--- src/rtl/uart_tx_fifo.sv ---
// uart_tx_fifo
//   Byte FIFO plus launch sequencer sitting in front of the UART transmitter.
//   Producers push bytes at up to one per cycle; the sequencer hands them to
//   the UART one at a time and paces on tx_busy / tx_done.
//
// Ports
//   clk       system clock, rising edge
//   rst       asynchronous reset, active low
//   wr_data   byte to enqueue
//   wr_en     enqueue strobe
//   flush     synchronous clear of FIFO contents (wins over wr_en)
//   full      FIFO holds DEPTH bytes
//   empty     FIFO holds 0 bytes
//   drained   FIFO empty and sequencer idle
//   tx_data   byte presented to the UART, held until the next launch
//   tx_en     single-cycle launch pulse to the UART
//   tx_busy   UART frame in progress
//   tx_done   UART frame finished
//
// Build option
//   UART_TX_FIFO_STATUS_EN adds outputs level (occupancy 0..DEPTH) and a
//   sticky overflow flag (set on a dropped write, cleared by flush/reset).
//
// FSM states
//   state        | meaning
//   ST_IDLE      | nothing in flight; launch head byte when FIFO non-empty and UART free
//   ST_WAIT_BUSY | launched; waiting up to BUSY_WAIT cycles for the UART to go busy
//   ST_WAIT_DONE | UART transmitting; waiting for tx_done or tx_busy to drop

module uart_tx_fifo #(
   parameter int DATA_WIDTH = 8,
   parameter int DEPTH      = 16,
   parameter int ADDR_W     = $clog2(DEPTH),
   parameter int BUSY_WAIT  = 4
) (
   input  logic                  clk,
   input  logic                  rst,
   input  logic [DATA_WIDTH-1:0] wr_data,
   input  logic                  wr_en,
   input  logic                  flush,
   output logic                  full,
   output logic                  empty,
   output logic                  drained,
   output logic [DATA_WIDTH-1:0] tx_data,
   output logic                  tx_en,
   input  logic                  tx_busy,
   input  logic                  tx_done
`ifdef UART_TX_FIFO_STATUS_EN
   ,
   output logic [ADDR_W:0]       level,
   output logic                  overflow
`endif
);

   localparam int CNT_W = (BUSY_WAIT > 1) ? $clog2(BUSY_WAIT) : 1;

   typedef enum logic [1:0] {
      ST_IDLE      = 2'd0,
      ST_WAIT_BUSY = 2'd1,
      ST_WAIT_DONE = 2'd2
   } state_t;

   logic [DATA_WIDTH-1:0] mem_q [DEPTH];

   logic [ADDR_W:0]       wr_ptr_q, wr_ptr_d;
   logic [ADDR_W:0]       rd_ptr_q, rd_ptr_d;
   state_t                state_q, state_d;
   logic [CNT_W-1:0]      cnt_q, cnt_d;
   logic [DATA_WIDTH-1:0] tx_data_q, tx_data_d;
   logic                  tx_en_q, tx_en_d;
   logic                  push;

   // Extra pointer bit distinguishes full from empty when the indices match.
   assign empty   = (wr_ptr_q == rd_ptr_q);
   assign full    = (wr_ptr_q[ADDR_W] != rd_ptr_q[ADDR_W]) &&
                    (wr_ptr_q[ADDR_W-1:0] == rd_ptr_q[ADDR_W-1:0]);
   assign drained = empty && (state_q == ST_IDLE);
   assign tx_data = tx_data_q;
   assign tx_en   = tx_en_q;

   assign push     = wr_en && !full && !flush;
   assign wr_ptr_d = wr_ptr_q + {{ADDR_W{1'b0}}, push};

   always_ff @(posedge clk) begin
      if (push) begin
         mem_q[wr_ptr_q[ADDR_W-1:0]] <= wr_data;
      end
   end

   always_comb begin
      state_d   = state_q;
      cnt_d     = cnt_q;
      tx_en_d   = 1'b0;
      tx_data_d = tx_data_q;
      rd_ptr_d  = rd_ptr_q;

      case (state_q)
         ST_IDLE: begin
            if (!empty && !tx_busy) begin
               tx_en_d   = 1'b1;
               tx_data_d = mem_q[rd_ptr_q[ADDR_W-1:0]];
               rd_ptr_d  = rd_ptr_q + 1'b1;
               cnt_d     = CNT_W'(BUSY_WAIT - 1);
               state_d   = ST_WAIT_BUSY;
            end
         end
         ST_WAIT_BUSY: begin
            // Timeout counts the launch cycle itself; a missed byte is not retried.
            if (tx_busy) begin
               state_d = ST_WAIT_DONE;
            end else if (tx_done) begin
               state_d = ST_IDLE;
            end else if (cnt_q == '0) begin
               state_d = ST_IDLE;
            end else begin
               cnt_d = cnt_q - 1'b1;
            end
         end
         ST_WAIT_DONE: begin
            if (tx_done || !tx_busy) begin
               state_d = ST_IDLE;
            end
         end
         default: begin
            state_d = ST_IDLE;
         end
      endcase

      // Flush empties the queue but leaves an in-flight byte alone.
      if (flush) begin
         rd_ptr_d = wr_ptr_q;
      end
   end

   always_ff @(posedge clk or negedge rst) begin
      if (!rst) begin
         wr_ptr_q  <= '0;
         rd_ptr_q  <= '0;
         state_q   <= ST_IDLE;
         cnt_q     <= '0;
         tx_data_q <= '0;
         tx_en_q   <= 1'b0;
      end else begin
         wr_ptr_q  <= wr_ptr_d;
         rd_ptr_q  <= rd_ptr_d;
         state_q   <= state_d;
         cnt_q     <= cnt_d;
         tx_data_q <= tx_data_d;
         tx_en_q   <= tx_en_d;
      end
   end

`ifdef UART_TX_FIFO_STATUS_EN
   logic overflow_q, overflow_d;

   assign level    = wr_ptr_q - rd_ptr_q;
   assign overflow = overflow_q;

   always_comb begin
      overflow_d = overflow_q;
      if (flush) begin
         overflow_d = 1'b0;
      end else if (wr_en && full) begin
         overflow_d = 1'b1;
      end
   end

   always_ff @(posedge clk or negedge rst) begin
      if (!rst) begin
         overflow_q <= 1'b0;
      end else begin
         overflow_q <= overflow_d;
      end
   end
`endif

endmodule

--- config.mk ---
export PLATFORM = sky130hd
export DESIGN_NAME = uart_tx_fifo
export DESIGN_NICKNAME = d
export VERILOG_FILES = /design/src/rtl/uart_tx_fifo.sv
export SDC_FILE = /design/constraint.sdc
export NUM_CORES = 1
export LEC_CHECK = 0
export BUFFER_PORTS_ARGS = -buffer_cell sky130_fd_sc_hd__buf_2
export CORE_MARGIN = 2
export CORE_UTILIZATION = 50
export CTS_CLUSTER_SIZE = 24
export DETAILED_ROUTE_END_ITERATION = 10
export PLACE_DENSITY = 0.77
export SYNTH_ARGS = -nofsm -noshare
export SYNTH_HDL_FRONTEND = slang
export SYNTH_SLANG_ARGS = --single-unit
--- constraint.sdc ---
create_clock -name clk -period 3.3 [get_ports clk]
set_input_delay 0.99 -clock clk [delete_from_list [all_inputs] [get_ports clk]]
set_output_delay 0.99 -clock clk [all_outputs]
set_load 0.02 [all_outputs]
==> impl_summary.txt <==
----------------------------------------------------
[Clocking]
  Root buf cell ... clkbuf_16
  TritonCTS Buffers ... 17
  Number of buffers inserted to repair setup after CTS ... 0
  Clock latency of the later-clocked register in the worst-skew pair ... 0.41 ns
  Total number of clock tree sinks ... 151
  Clock transition at path regs ... ~0.06 ns
  H-Tree Level Count ... 4
  Maximum clock path buffer count ... 2
  Quantity of gates resized following cts ... 0
  Hold-fix buffers at CTS ... 0
  CTS tree ... done

[Drt]
  Post-DR vias/cell ... around 5.6
  Post-detailed-route count of antenna-violating nets ... 0
  Vias ... 3189
  Starting DRT DRC Count ... 357
  # DRC ... 0
  Overall routed net length ... 11.6 mm
  Avg WL per Cell ... 20.3 um
  Total iterations of the first detailed-routing run ... 5

[Synthesis]
  Number of storage elements in the synthesis netlist ... 151
  Syn Nets ... 369
  Share of synthesized registers carrying an async set or reset ... 15.2%
  Flip-flop cell with the highest count after synthesis ... edfxtp_1
  Number of flops mapped to enable cells by yosys ... 128
  Number of standard cells after synthesis ... 351
  Ys Warns ... 0
  Number of distinct library cell variants in the gate-level netlist after synthesis ... 41
  Cell area after synthesis ... 0.00619 sq mm
  Sequential area share after synthesis ... a little under three quarters
  Mapped Avg Cell Area ... 17.6 sq um

[Timing]
  Tcrit/Tclk final ... 90.2%
  Number of endpoints failing setup at the final stage ... 0
  Period minus WS final ... 2.98 ns
  Worst max-slew margin expressed relative to the limit ... 55.1%
  Maximum frequency from static timing analysis ... 336 MHz
  Worst clock skew ... 0.00754 ns
  Final hold vios ... 0
  Setup repair after global routing missed its margin ... false
  Worst Tran Pin Value ... about 0.67 ns
  Count of final max-slew check failures ... 0
  Tightest hold margin ... 0.488 ns
  Setup TNS ... 0 ns

[Hold path]
  Kind of path behind the tightest hold check ... reg -> reg

[Critical path]
  CP max FO ... 19
  Endpoint required time on the critical path ... 2.31 ns
  Kind of capture point of the worst setup path ... output port
  Kind of launch point of the worst setup path ... flip-flop
  Class of the most critical setup path ... reg -> out
  CP arrival ... 1.99 ns

[Floorplanning]
  Die Y ... 115 um
  Die Area ... between 0.01 and 0.015 sq mm
  X dimension of the die ... 115 um
  Row Count ... 40
  Core box area ... 0.0121 sq mm
  Initial core utilization ... between 50% and 60%
  Count of pins on the block boundary ... 26

[GRT]
  Wire length of the first global-routing pass ... around 18 mm
  Initial antenna violation count ... 0
  GRT Residual Overflow ... 0
  Number of global-route vias before repair ... roughly 3200
  Maximum number of pins on one net before global-route repair ... 54
  Overall Global Routing Usage ... 19.4%

[Power]
  Worst IR Drop VDD ... 370 uV
  Static power due to leakage ... around 2.4 nW
  Pwr dens ... roughly 860 mW/mm^2
  Power consumption ... 6.08 mW

[Final layout]
  Post-route standard cell area excluding fillers ... 0.00709 sq mm
  Fraction of layout instances using a drive strength above 1 ... between 20% and 30%
  Area added between synthesis and finish ... 14.7%
  Post-route insts no fill ... 574
  Inserted Diodes ... 0
  Final Net Count ... 411

[Placed design]
  Gp weighted congestion ... 0.869
  DP Cell Count ... 542
  Number of port buffers ... 25
  Cell area after placement ... roughly 0.0065 sq mm
  Post-DP HPWL ... approximately 7.3 mm

[Status]
  Status ... finished clean

[Job]
  Maximum capacitance violations ... 0

----------------------------------------------------
## critical path, stage by stage, from the launching register on
cell	delay (ns)
dfrtp_1	0.74
xnor2_1	0.25
nand4_2	0.20
nor4_1	0.19
buf_2	0.20
## final cells by class
| cell class | count | area [sq um] |
|---|---|---|
| inverter | 4 | 15.0 |
| sequential | 151 | 4420 |
| multi-input combinational | 177 | 1610 |
| tap | 168 | 210 |
| clock buffer | 18 | 429 |
| timing repair buffer | 42 | 253 |
| fill | 885 | 4970 |
| clock inverter | 14 | 158 |
## path summary, 6_finish.rpt
kind                                         startpoint                       to  slack, ns  cells after the start
worst max-delay path            rd_ptr_q[3]$_DFFE_PN0P_                  drained       0.32                      4
worst min-delay path               cnt_q[0]$_DFFE_PN0P_     cnt_q[0]$_DFFE_PN0P_       0.49                      1
worst max register to register  rd_ptr_q[3]$_DFFE_PN0P_    mem_q[0][3]$_DFFE_PP_       0.68                      5
worst min register to register     cnt_q[0]$_DFFE_PN0P_     cnt_q[0]$_DFFE_PN0P_       0.49                      1
max in group asynchronous                           rst  rd_ptr_q[2]$_DFFE_PN0P_       2.39                      1
min in group asynchronous                           rst   state_q[0]$_DFFE_PN0P_       0.55                      1
## metrics by stage
step	util, %	worst slack [ns]
after detailed placement	54.0	0.570
after CTS	58.8	0.329
after global placement	54.0	0.610
after floorplan	-	0.785
final	58.8	0.322
after global routing	58.8	0.242
## per-layer routing
layer / track usage, % / part of all wire (%) / up-vias
li1: - / - / 1471
met1: 27.9 / 45 / 1600
met2: 28.9 / 49 / 109
met3: 4.53 / 5.2 / 9
met4: 7.63 / 0.88 / 0
met5: 0 / 0 / -
## logic make-up (layout without fill, tap and decap cells)
family	count (synthesis)	after routing	share of synthesized area, %
mux	42	42	12.4
simple gates	77	77	6.65
xor+xnor	11	11	1.56
buf+inv	23	78	2.55
flops	151	151	71.4
fa+ha+maj	4	4	0.809
compound gates	43	43	4.63
## power by group
part,switching (mW),internal (mW)
clock,0.714,1.18
sequential,0.167,2.29
combinational,0.998,0.732
## synthesized netlist by cell type (2+ instances only)
cell type / number / area (sq um)
inv_1: 3 / 11.3
nor2b_1: 17 / 106
a211oi_1: 8 / 60.1
o21ai_0: 3 / 15.0
or2_2: 2 / 12.5
edfxtp_1: 128 / 3840
nor3_1: 6 / 30.0
nand3_1: 6 / 30.0
nand2b_1: 4 / 25.0
mux4_1: 9 / 236
dfrtp_1: 23 / 576
nand2_1: 6 / 22.5
mux4_2: 15 / 338
a2111oi_1: 6 / 60.1
xnor2_1: 9 / 78.8
xor2_1: 2 / 17.5
mux2i_1: 10 / 100
buf_6: 5 / 56.3
mux2_2: 8 / 90.1
nor4_1: 2 / 12.5
ha_1: 4 / 50.1
nor2_1: 25 / 93.8
a2111oi_0: 2 / 17.5
nand3b_1: 3 / 22.5
buf_2: 5 / 25.0
buf_4: 3 / 22.5
a21oi_1: 20 / 100
clkbuf_1: 4 / 15.0
## cell usage in the layout, fill, tap and decap left out, types with 2 or more instances in the layout
| cell type | count |
|---|---|
| a2111oi_0 | 2 |
| a2111oi_1 | 6 |
| a211oi_1 | 8 |
| a21oi_1 | 20 |
| buf_2 | 25 |
| buf_4 | 17 |
| bufinv_16 | 3 |
| clkbuf_16 | 17 |
| clkinv_2 | 5 |
| clkinvlp_4 | 4 |
| dfrtp_1 | 22 |
| edfxtp_1 | 128 |
| ha_1 | 4 |
| inv_1 | 3 |
| mux2_2 | 8 |
| mux2i_1 | 10 |
| mux4_1 | 9 |
| mux4_2 | 15 |
| nand2_1 | 6 |
| nand2b_1 | 4 |
| nand3_1 | 6 |
| nand3b_1 | 3 |
| nor2_1 | 25 |
| nor2b_1 | 17 |
| nor3_1 | 6 |
| nor4_1 | 2 |
| o21ai_0 | 3 |
| or2_2 | 2 |
| xnor2_1 | 9 |
| xor2_1 | 2 |
## sequential cells by signal, indices dropped and copies added (netlist names)
name / cells
cnt_q: 2
wr_ptr_q: 5
tx_data: 8
state_q: 2
tx_en: 1
mem_q: 128
rd_ptr_q: 5
Note: power is estimated with default switching activity, not from simulation.
